==> src/rtl/ex_muldiv_seq.sv <==
// ============================================================================
// Module   : ex_muldiv_seq
// Purpose  : Iterative RV32M multiply/divide sequencer for the EX stage.
// Revision : 1.0  initial release
// ============================================================================
`default_nettype none

module ex_muldiv_seq #(
   parameter int XLEN = 32
) (
   input  logic            clk,
   input  logic            rst_n,
   input  logic            start,
   input  logic [2:0]      funct3,
   input  logic [XLEN-1:0] src1,
   input  logic [XLEN-1:0] src2,
   input  logic            flush,
   output logic            stall,
   output logic            busy,
   output logic            done,
   output logic [XLEN-1:0] result
);

   localparam int CW = $clog2(XLEN);
   localparam logic [1:0] S_IDLE = 2'd0;
   localparam logic [1:0] S_CALC = 2'd1;
   localparam logic [1:0] S_DONE = 2'd2;

   logic [1:0]        state;
   logic [CW-1:0]     cnt;
   logic [2:0]        op;
   logic              neg;
   logic [2*XLEN-1:0] acc;
   logic [XLEN-1:0]   opb;
   logic [XLEN-1:0]   rem;

   // Operand decode at acceptance
   logic            is_div, sgn1_en, sgn2_en, s1, s2, div_zero, div_ovf;
   logic [XLEN-1:0] abs1, abs2, special_res;

   assign is_div   = funct3[2];
   assign sgn1_en  = (funct3 == 3'b001) | (funct3 == 3'b010) | (funct3 == 3'b100) | (funct3 == 3'b110);
   assign sgn2_en  = (funct3 == 3'b001) | (funct3 == 3'b100) | (funct3 == 3'b110);
   assign s1       = sgn1_en & src1[XLEN-1];
   assign s2       = sgn2_en & src2[XLEN-1];
   assign abs1     = s1 ? ('0 - src1) : src1;
   assign abs2     = s2 ? ('0 - src2) : src2;
   assign div_zero = is_div & (src2 == '0);
   assign div_ovf  = ((funct3 == 3'b100) | (funct3 == 3'b110)) &
                     (src1 == {1'b1, {(XLEN-1){1'b0}}}) & (src2 == '1);
   // Divide-by-zero wins; overflow gives the dividend as quotient, zero as remainder
   assign special_res = div_zero ? (funct3[1] ? src1 : '1) : (funct3[1] ? '0 : src1);

   // One iteration of shift-add multiply and restoring divide
   logic [XLEN:0]     mul_sum, div_trial, div_diff;
   logic [2*XLEN-1:0] mul_next, acc_step;
   logic [XLEN-1:0]   rem_next, quo_next;
   logic              div_ge, unused_diff_msb;

   assign mul_sum   = {1'b0, acc[2*XLEN-1:XLEN]} + (acc[0] ? {1'b0, opb} : '0);
   assign mul_next  = {mul_sum, acc[XLEN-1:1]};
   assign div_trial = {rem, acc[XLEN-1]};
   assign div_diff  = div_trial - {1'b0, opb};
   assign div_ge    = div_trial >= {1'b0, opb};
   assign rem_next  = div_ge ? div_diff[XLEN-1:0] : div_trial[XLEN-1:0];
   assign quo_next  = {acc[XLEN-2:0], div_ge};
   assign acc_step  = op[2] ? {acc[2*XLEN-1:XLEN], quo_next} : mul_next;
   assign unused_diff_msb = div_diff[XLEN];

   // Sign correction applied to the values produced by the final iteration
   logic [2*XLEN-1:0] prod_fix;
   logic [XLEN-1:0]   quo_fix, rem_fix, final_res;

   assign prod_fix = neg ? ('0 - mul_next) : mul_next;
   assign quo_fix  = neg ? ('0 - quo_next) : quo_next;
   assign rem_fix  = neg ? ('0 - rem_next) : rem_next;

   always_comb begin
      final_res = rem_fix;
      case (op)
         3'b000:                 final_res = prod_fix[XLEN-1:0];
         3'b001, 3'b010, 3'b011: final_res = prod_fix[2*XLEN-1:XLEN];
         3'b100, 3'b101:         final_res = quo_fix;
         default:                final_res = rem_fix;
      endcase
   end

   assign stall = ((state == S_IDLE) & start & ~flush) | (state == S_CALC);

   always_ff @(posedge clk or negedge rst_n) begin
      if (!rst_n) begin
         state  <= S_IDLE;
         cnt    <= '0;
         op     <= '0;
         neg    <= 1'b0;
         acc    <= '0;
         opb    <= '0;
         rem    <= '0;
         busy   <= 1'b0;
         done   <= 1'b0;
         result <= '0;
      end else if (flush) begin
         state <= S_IDLE;
         cnt   <= '0;
         busy  <= 1'b0;
         done  <= 1'b0;
      end else begin
         case (state)
            S_IDLE: begin
               done <= 1'b0;
               if (start) begin
                  op  <= funct3;
                  neg <= (funct3 == 3'b110) ? s1 : (s1 ^ s2);
                  cnt <= '0;
                  rem <= '0;
                  acc <= is_div ? {{XLEN{1'b0}}, abs1} : {{XLEN{1'b0}}, abs2};
                  opb <= is_div ? abs2 : abs1;
                  if (div_zero | div_ovf) begin
                     result <= special_res;
                     done   <= 1'b1;
                     state  <= S_DONE;
                  end else begin
                     busy  <= 1'b1;
                     state <= S_CALC;
                  end
               end
            end
            S_CALC: begin
               acc <= acc_step;
               rem <= rem_next;
               cnt <= cnt + 1'b1;
               if (cnt == CW'(XLEN-1)) begin
                  result <= final_res;
                  busy   <= 1'b0;
                  done   <= 1'b1;
                  state  <= S_DONE;
               end
            end
            S_DONE: begin
               done  <= 1'b0;
               state <= S_IDLE;
            end
            default: state <= S_IDLE;
         endcase
      end
   end

endmodule

`default_nettype wire

==> config.mk <==
export PLATFORM = sky130hd
export DESIGN_NAME = ex_muldiv_seq
export DESIGN_NICKNAME = d
export VERILOG_FILES = /design/src/rtl/ex_muldiv_seq.sv
export SDC_FILE = /design/constraint.sdc
export NUM_CORES = 1
export LEC_CHECK = 0
export ABC_CLOCK_PERIOD_IN_PS = 7370
export CAP_MARGIN = 40
export CORE_ASPECT_RATIO = 1.4
export CORE_MARGIN = 8
export CORE_UTILIZATION = 30
export DETAILED_ROUTE_END_ITERATION = 10
export PLACE_DENSITY = 0.58
export SETUP_SLACK_MARGIN = 0.1
export SLEW_MARGIN = 25
export SYNTH_ARGS = -nofsm -noshare
export SYNTH_HDL_FRONTEND = slang
export SYNTH_SLANG_ARGS = --single-unit
==> constraint.sdc <==
create_clock -name clk -period 7.37 [get_ports clk]
set_input_delay 1.1055 -clock clk [delete_from_list [all_inputs] [get_ports clk]]
set_output_delay 1.1055 -clock clk [all_outputs]
set_load 0.01 [all_outputs]
# ---- Word level (Yosys, flattened, before mapping)
# Cells that the tools add are included.
dict set report op_classes {
  eq_ne 21
  shifts 0
  div 0
  order_cmp 1
  mul 0
  n_mux 41
  reduce_logical 16
  n_addsub 8
  bitwise_logic 17
}
# cell n
set op_table {}
lappend op_table {{32-bit 2-to-1 mux} 15}
lappend op_table {{64-bit 2-to-1 mux} 3}
lappend op_table {{32-bit one-hot mux with 2 select lines} 2}
lappend op_table {{64-bit one-hot mux with 2 select lines} 1}
lappend op_table {{1-bit by 32-bit subtractor with 32-bit output, first input constant} 4}
lappend op_table {{32-bit one-hot mux with 3 select lines} 1}
lappend op_table {{32-bit equality test, second input constant} 2}
lappend op_table {{1-bit by 64-bit subtractor with 64-bit output, first input constant} 1}
lappend op_table {{32-bit by 32-bit adder with 33-bit output} 1}
lappend op_table {{33-bit by 32-bit greater-or-equal comparator with 1-bit output} 1}
lappend op_table {{32-bit zero test} 1}
lappend op_table {{32-bit subtractor} 1}
lappend op_table {{3-bit equality test, second input constant} 4}
lappend op_table {{5-bit 2-to-1 mux} 2}
lappend op_table {{5-bit one-hot mux with 2 select lines} 1}
lappend op_table {{3-bit by 2-bit equality test with 1-bit output, second input constant} 3}
lappend op_table {{1-bit 2-to-1 mux} 9}
lappend op_table {{2-bit 2-to-1 mux} 4}
lappend op_table {{1-bit bitwise OR} 8}
lappend op_table {{4-bit AND reduction} 2}
lappend op_table {{1-bit bitwise AND} 7}
lappend op_table {{3-bit by 1-bit equality test with 1-bit output, second input constant} 2}
lappend op_table {{3-bit != test, second input constant} 2}
lappend op_table {{2-bit AND reduction} 3}
lappend op_table {{21 further kinds} 24}
dict set report word_totals {
  out_inout_bits 35
  inputBits 71
  latch_bits 0
  mem_count 0
  ff_bits 173
  romBits 0
  ram_bits 0
}

# ---- Logic depth before layout (Yosys ltp)
# Gate-level depths: netlist of run 1.
dict set report depth {
  depth_word 9
  mapped_depth 24
  mapped_depth_nobuf 19
}

# ---- Worst setup path after synthesis of run 1
# No wires, ideal clock.
dict set report synth_path {
  kind {register -> register}
  start {register acc[31]}
  end {register result[28]}
  path_stages_with_launch 25
  path_slack_ps 2533
  required_time_ps 7288
  t_arrival_ps 4755
  period_less_slack_ps 4837
  n_path_buf 5
  cell_sequence {dfrtp_1 -> clkbuf_1 -> inv_1 -> ha_1 -> nand2b_1 -> a211oi_2 -> o211ai_2 -> a31oi_1 -> or2_1 -> buf_2 -> buf_4 -> buf_4 -> buf_2 -> nand2_1 -> o21ai_0 -> ha_1 -> inv_1 -> nor4_1 -> or4b_1 -> mux2i_1 -> nand2_1 -> nor4_2 -> and4bb_1 -> o21ai_1 -> a31oi_1}
}
dict set report synth_via {
  elab_chain_len 7
  word_cells_on_any_way 12
}
# element line_no
set synth_lines {}
lappend synth_lines {{start: declaration} 33} ;# logic [2*XLEN-1:0] acc;
lappend synth_lines {{start signal: assignment} 116} ;# acc <= is_div ? {{XLEN{1'b0}}, abs1} : {{XLEN{1'b0}}, abs2};
lappend synth_lines {{start signal: assignment} 129} ;# acc <= acc_step;
lappend synth_lines {{32-bit subtractor / 33-bit by 32-bit greater-or-equal comparator with 1-bit output (equally long branches)} {63, 64}}
lappend synth_lines {{32-bit 2-to-1 mux} 65} ;# assign rem_next = div_ge ? div_diff[XLEN-1:0] : div_trial[XLEN-1:0];
lappend synth_lines {{1-bit by 32-bit subtractor with 32-bit output} 76} ;# assign rem_fix = neg ? ('0 - rem_next) : rem_next;
lappend synth_lines {{32-bit 2-to-1 mux} 76}
lappend synth_lines {{32-bit one-hot mux with 3 select lines (*)} 80} ;# case (op)
lappend synth_lines {{32-bit 2-to-1 mux (*)} 132} ;# if (cnt == CW'(XLEN-1)) begin
lappend synth_lines {{32-bit one-hot mux with 2 select lines (*)} 108} ;# case (state)
lappend synth_lines {{end signal: assignment} 119} ;# result <= special_res;
lappend synth_lines {{end signal: assignment} 133} ;# result <= final_res;
lappend synth_lines {{end: declaration} 21} ;# output logic [XLEN-1:0] result
# Mark *: on every way between the ends. The rest lies on a longest branch, timed or not. The select of a mux whose other input is x is not followed.
# A chain may end at the register's enable or synchronous reset.

# ---- Final worst setup path of run 1
dict set report layout_path {
  start {register rem[22]}
  end {register result[30]}
}
dict set report layout_via {
  elab_chain_len 7
  word_cells_on_any_way 10
}
# element line_no
set layout_lines {}
lappend layout_lines {{start: declaration} 35} ;# logic [XLEN-1:0] rem;
lappend layout_lines {{start signal: assignment} 130} ;# rem <= rem_next;
lappend layout_lines {{32-bit subtractor / 33-bit by 32-bit greater-or-equal comparator with 1-bit output (equally long branches)} {63, 64}}
lappend layout_lines {{32-bit 2-to-1 mux} 65}
lappend layout_lines {{1-bit by 32-bit subtractor with 32-bit output} 76}
lappend layout_lines {{32-bit 2-to-1 mux} 76}
lappend layout_lines {{32-bit one-hot mux with 3 select lines (*)} 80}
lappend layout_lines {{32-bit 2-to-1 mux (*)} 132}
lappend layout_lines {{32-bit one-hot mux with 2 select lines (*)} 108}
# Marks and branches as above.

==> run summary, run 1 <==
Status -> completed
Number of global-route vias before repair -> 19500
First-pass GRT wire length -> 129 mm
Skew-Pair Late Insertion Delay -> 0.49 ns
# fillers -> 6576
Cell area after synthesis -> 0.0188 mm²
Post-Synthesis Cells -> 2513
WL per Instance -> 26.3 µm
Worst-path clk slew -> 0.08 ns
EDFF count, synth -> 0
Critical path peak fanout -> 22
CTS tree -> yes
Area of the die -> 0.0710 mm²
Length in cells of the worst reg-to-reg path -> 19
Pwr Density -> 374 mW/mm²
Initial Utilization -> 0.303
Nets -> 2646
Leakage -> 8.55 nW
Standard-cell rows -> 108
Cell Count, Final, Fillers Out -> 3339
Initial drt markers -> 1597
Placer Congestion -> 0.978
# resized after CTS -> 0
Synthesized net count -> 2660
Rel. slew slack -> 0.379
Ys async rst share -> 1.00
Final setup vio count -> 0
Number of port buffers -> 105
Crit end category -> register
Vias/cell -> 5.95
Initial antenna violation count -> 1
# Max-Cap Violations -> 0
Area of the multi-input gates -> 0.0134 mm²
Synth Flop Type -> dfrtp_1
FF-to-FF Start -> rem[22]$_DFFE_PN0P_
HPWL Detailed -> 70.9 mm
CTS Hold Bufs -> 0
End of the worst register-to-register path -> result[30]$_DFFE_PN0P_
Distinct cell type count after synthesis -> 115
Slew of the pin with the lowest slew margin -> 0.929 ns
GRT Total Usage -> 0.241
Sequential-to-total area share from yosys stat -> 0.230
Crit path to -> result[30]$_DFFE_PN0P_
CP startpoint -> rem[22]$_DFFE_PN0P_
I/O pins -> 106
Tmin final -> 5.92 ns
Period utilization -> 0.803
Placed instance count -> 3303
P&R area growth vs syn -> 12.7%
Setup TNS -> 0 ns
Layout cells sized above 1 -> 0.0868
Max Slew Vio Count -> 0
Achievable frequency -> 169 MHz
Yosys warnings -> 0
Final Hold Violating Endpoints -> 0
Core area -> 0.0620 mm²
CTS root buffer -> clkbuf_16
DRC viols -> 0
Setup Buffers After CTS -> 0
# H-tree levels -> 4
Hold crit path type -> reg -> reg
FF/Latch Area -> 0.00433 mm²
Hold Path Stages -> 2
Pre-Repair DR Iteration Count -> 7
CP Launch Type -> register
DRT Wirelength -> 87.7 mm
Final setup skew -> 0.0242 ns
GRT overflow -> 0
# clock sinks -> 173
CP Data Required Time -> 7.72 ns
Maximum VDD drop -> 0.190 mV
RSZ-0062 raised after global routing -> no
Reg2Reg Setup Slack -> 1.45 ns
Die width -> 228 µm
Routed via count -> 19900
Post-route ant nets -> 0
Max clock buf depth -> 2
Seq cells post-synth -> 173
Pin count of the biggest net entering global routing -> 85
Chip height -> 312 µm
Mean post-synth cell area -> 7.48 µm²
Crit Path Class -> reg -> reg
Arr. time, crit path -> 6.27 ns
Cts bufs inserted -> 17
## stage by stage
stage	setup slack [ns]	hold WS [ns]	util	area [µm²]	power, mW
2_1_floorplan	2.53	0.450	-	18800	4.93
3_3_place_gp	1.64	0.466	0.329	20400	6.84
3_5_place_dp	1.54	0.470	0.332	20600	6.85
4_1_cts	1.49	0.486	0.341	21100	7.84
5_1_grt	1.21	0.503	0.341	21200	8.35
6_report	1.45	0.483	0.341	21200	7.92
## logic make-up (layout without fill, tap and decap cells)
| family | count (synthesis) | in the layout | synth area share |
|---|---|---|---|
| fa+ha+maj | 77 | 77 | 0.0519 |
| xor+xnor | 199 | 199 | 0.0927 |
| mux | 83 | 83 | 0.0473 |
| flops | 173 | 173 | 0.230 |
| buf+inv | 263 | 262 | 0.0570 |
| compound gates | 850 | 850 | 0.297 |
| other cells | 0 | 2 | 0 |
| simple gates | 868 | 868 | 0.224 |
## layer usage
layer	track usage	vias to the layer above	wire [µm]
li1	-	9199	-
met1	0.270	9630	33600
met4	0.132	0	5120
met3	0.0283	216	4310
met5	0	-	0
met2	0.435	836	44700
## cell type report
class | instances | area share
multi-input cells | 2077 | 0.635
flip-flops and latches | 173 | 0.205
repair buffers | 156 | 0.0714
well taps | 825 | 0.0487
clock buffers | 19 | 0.0209
inverters | 74 | 0.0131
clock inverters | 13 | 0.00608
diodes | 2 | 0.000236
## cells in the mapped netlist (all sizes together), types with 16 or more instances
| cell | count | share of area |
|---|---|---|
| nand2 | 284 | 0.057 |
| nor2 | 260 | 0.052 |
| o21ai | 253 | 0.068 |
| a21oi | 222 | 0.060 |
| dfrtp | 173 | 0.23 |
| clkbuf | 138 | 0.028 |
| xor2 | 102 | 0.048 |
| xnor2 | 97 | 0.045 |
| ha | 74 | 0.049 |
| inv | 72 | 0.014 |
| nor3 | 65 | 0.019 |
| a211oi | 62 | 0.027 |
| buf | 51 | 0.015 |
| nand4 | 47 | 0.017 |
| mux2 | 43 | 0.026 |
| mux2i | 40 | 0.021 |
| nand3 | 38 | 0.010 |
| o31ai | 36 | 0.015 |
| or3 | 31 | 0.011 |
| a22o | 30 | 0.014 |
| a21o | 29 | 0.012 |
| nor4 | 29 | 0.013 |
| o211ai | 24 | 0.011 |
| a31oi | 22 | 0.0073 |
| or4 | 19 | 0.0084 |
| o221ai | 18 | 0.0087 |
| and3 | 17 | 0.0057 |
| or2 | 16 | 0.0053 |
## flip-flops by register name, summed over array words and instances (netlist names)
signal  cells
acc        64
busy        1
cnt         5
done        1
neg         1
op          3
opb        32
rem        32
result     32
state       2
## report_power, final
part / leakage, nW / internal (mW) / switching (mW) / total (mW)
Sequential: 2.25 / 1.21 / 0.378 / 1.59
Combinational: 6.01 / 1.84 / 3.54 / 5.38
Clock: 0.287 / 0.484 / 0.475 / 0.959
## worst min path at each step
stage                          startpoint               endpoint  slack [ns]
finish                 opb[2]$_DFFE_PN0P_     opb[2]$_DFFE_PN0P_        0.48
global route           opb[2]$_DFFE_PN0P_     opb[2]$_DFFE_PN0P_        0.50
CTS                    opb[7]$_DFFE_PN0P_     opb[7]$_DFFE_PN0P_        0.49
detailed placement  result[6]$_DFFE_PN0P_  result[6]$_DFFE_PN0P_        0.47
global placement      opb[28]$_DFFE_PN0P_    opb[28]$_DFFE_PN0P_        0.47
floorplan             opb[18]$_DFFE_PN0P_    opb[18]$_DFFE_PN0P_        0.45
## cells in the final DEF, fill, tap and decap left out, drive strengths merged, types with 47 or more instances in the layout
| cell type | Yosys | final |
|---|---|---|
| nand2 | 284 | 284 |
| nor2 | 260 | 260 |
| o21ai | 253 | 253 |
| a21oi | 222 | 222 |
| dfrtp | 173 | 173 |
| clkdlybuf4s50 | 0 | 103 |
| xor2 | 102 | 102 |
| xnor2 | 97 | 97 |
| inv | 72 | 79 |
| ha | 74 | 74 |
| nor3 | 65 | 65 |
| a211oi | 62 | 62 |
| buf | 51 | 49 |
| nand4 | 47 | 47 |
## worst max-delay path: stages (launching register included)
cell	delay, ns
dfrtp_1	0.42
ha_1	0.59
nand4_1	0.14
nor4_1	0.57
a31oi_1	0.18
o2111ai_1	0.39
or2_2	0.61
inv_2	0.09
mux2i_1	0.27
ha_1	0.24
inv_1	0.11
nor4_1	0.27
or4b_1	0.46
mux2i_1	0.15
buf_4	0.16
nand2_1	0.11
nor4_2	0.51
a31oi_1	0.20
mux2i_1	0.21
o21ai_1	0.10
Power figures use the tool's default switching activity.
==> inputs of run 2 (changes only) <==
Settings changed: ABC_CLOCK_PERIOD_IN_PS 7370 to 5700.
Clock period 7.37 ns to 5.7 ns, I/O delays scaled along.
==> run summary, run 2 (synthesis results as in run 1) <==
Routed via count -> 19800 (-0.33%)
Crit end category -> register
Chip height -> 312 µm (unchanged)
Design area -> 0.0214 mm² (+0.88%)
GRT overflow -> 0 (unchanged)
DRC viols -> 0 (unchanged)
Status -> completed
# resized after CTS -> 0 (unchanged)
Initial drt markers -> 1537 (-3.8%)
Reg2Reg Setup Slack -> 0.45 ns (-1.00 ns)
Leading cell type in the layout, fill and taps excluded -> nand2_1
Setup Buffers After CTS -> 0 (unchanged)
Achievable frequency -> 191 MHz (+13%)
Setup TNS -> 0 ns (unchanged)
Post-route ant nets -> 0 (unchanged)
Crit path max-delay family -> compound AO/OA/AOI/OAI gates
Initial antenna violation count -> 2 (+1)
# H-tree levels -> 4 (unchanged)
GRT Total Usage -> 0.232 (-0.00876)
Crit Path Class -> reg -> reg
Pwr Density -> 476 mW/mm² (+27%)
Sum of buffers and inverters on the critical path -> 4 (+1)
Biggest register -> acc
Worst-path clk slew -> 0.08 ns (about the same)
Critical path peak fanout -> 16 (-27%)
Final setup vio count -> 0 (unchanged)
CP Data Required Time -> 6.03 ns (-1.69 ns)
Length in cells of the worst reg-to-reg path -> 19 (unchanged)
Arr. time, crit path -> 5.58 ns (-0.69 ns)
Rel. slew slack -> 0.359 (-0.0195)
Pre-Repair DR Iteration Count -> 5 (-2)
Tmin final -> 5.25 ns (-0.671 ns)
Finished Core Util -> 0.344 (+0.00301)
Final setup skew -> 0.0133 ns (-0.0109 ns)
End of the worst register-to-register path -> result[8]$_DFFE_PN0P_
Maximum VDD drop -> 0.259 mV (+36%)
# Max-Cap Violations -> 0 (unchanged)
HPWL Detailed -> 67.7 mm (-4.5%)
Pin count of the biggest net entering global routing -> 87 (+2.4%)
CP Launch Type -> register
I/O pins -> 106 (unchanged)
Period utilization -> 0.921 (+0.118)
Max FFs per register -> 64 (unchanged)
CTS tree -> yes
FF-to-FF Start -> opb[24]$_DFFE_PN0P_
Slew of the pin with the lowest slew margin -> 0.961 ns (+0.0324 ns)
P&R area growth vs syn -> 13.6%
Nets -> 2680 (+1.3%)
DRT Wirelength -> 83.7 mm (-4.6%)
Standard-cell rows -> 108 (unchanged)
Core area -> 0.0620 mm² (unchanged)
Number of global-route vias before repair -> 19700 (+1.2%)
Dpl cell area -> 0.0208 mm² (+0.96%)
# fillers -> 6610 (+0.52%)
Area of the die -> 0.0710 mm² (unchanged)
First-pass GRT wire length -> 126 mm (-2.6%)
Critical Path, Cell by Cell -> inv_1 > ha_1 > a21oi_1 > o21ai_1 > nand2_1 > o2111ai_1 > or2_2 > buf_4 > o21ai_1 > ha_1 > inv_1 > nor4_1 > or4b_1 > mux2i_1 > buf_4 > nor2_1 > xnor2_1 > a221oi_1 > o31ai_1
Max clock buf depth -> 2 (unchanged)
# clock sinks -> 173 (unchanged)
CTS Hold Bufs -> 0 (unchanged)
Hold crit path type -> in -> async
Leakage -> 8.69 nW (+1.7%)
Initial Utilization -> 0.303 (unchanged)
Skew-Pair Late Insertion Delay -> 0.48 ns (about the same)
Number of port buffers -> 105 (unchanged)
Max incr delay on CP -> 0.58 ns (-0.03 ns)
Placer Congestion -> 0.985 (+0.64%)
WL per Instance -> 24.8 µm (-5.6%)
CTS root buffer -> clkbuf_16
RSZ-0062 raised after global routing -> no
Vias/cell -> 5.88 (-1.3%)
Layout cells sized above 1 -> 0.0998 (+0.0130)
Cts bufs inserted -> 17 (unchanged)
Slowest CP cell -> a221oi_1
Max Slew Vio Count -> 0 (unchanged)
Die width -> 228 µm (unchanged)
Final Hold Violating Endpoints -> 0 (unchanged)
Most frequent cells in the layout -> nand2_1 (281), nor2_1 (255), o21ai_0 (227)
-- run 2: changes by cell type in the layout (fill, tap and decap cells not counted), sizes merged --
| cell | change |
|---|---|
| clkinv | +3 |
| clkinvlp | +1 |
| inv | -2 |
| clkbuf | -2 |
| diode | -1 |
| clkdlybuf4s18 | -1 |
| buf | +36 |
| clkdlybuf4s15 | -1 |
-- run 2: routing by layer --
metal,share of wire,up-vias,global-route usage
li1,-,9256,-
met1,0.39,9563,0.271
met2,0.49,786,0.400
met3,0.052,209,0.0283
met4,0.065,2,0.137
met5,0.00017,-,0
-- run 2: through the flow --
stage	setup slack, ns	total power, mW	hold slack, ns	instances
3_5_place_dp	0.534	8.81	0.470	3337
4_1_cts	0.482	10.1	0.482	3369
5_1_grt	0.171	10.8	0.213	3371
2_1_floorplan	0.863	6.38	0.450	2513
6_report	0.453	10.2	0.213	3372
3_3_place_gp	0.567	8.79	0.463	3331
-- run 2: worst max path at each step --
stage / from / end / cells after the start
6_report: opb[24]$_DFFE_PN0P_ / result[8]$_DFFE_PN0P_ / 19
4_1_cts: opb[23]$_DFFE_PN0P_ / result[10]$_DFFE_PN0P_ / 21
3_5_place_dp: opb[23]$_DFFE_PN0P_ / result[10]$_DFFE_PN0P_ / 21
5_1_grt: opb[23]$_DFFE_PN0P_ / result[10]$_DFFE_PN0P_ / 21
2_1_floorplan: acc[31]$_DFFE_PN0P_ / result[28]$_DFFE_PN0P_ / 24
3_3_place_gp: opb[23]$_DFFE_PN0P_ / result[10]$_DFFE_PN0P_ / 21
-- run 2: final cells by class --
| type | instances | area [µm²] | share of cell area |
|---|---|---|---|
| Timing Repair Buffer | 190 | 1720 | 0.0805 |
| Clock inverter | 15 | 136 | 0.00638 |
| Inverter | 74 | 278 | 0.0130 |
| Tap cell | 825 | 1030 | 0.0483 |
| Clock buffer | 17 | 425 | 0.0199 |
| Sequential cell | 173 | 4330 | 0.203 |
| Multi-Input combinational cell | 2077 | 13400 | 0.629 |
| Antenna cell | 1 | 2.50 | 0.000117 |
-- run 2: power breakdown --
group          switching [mW]  internal (mW)  leakage, nW
sequential              0.521           1.56         2.25
combinational            4.39           2.50         6.17
clock                   0.589          0.607        0.279
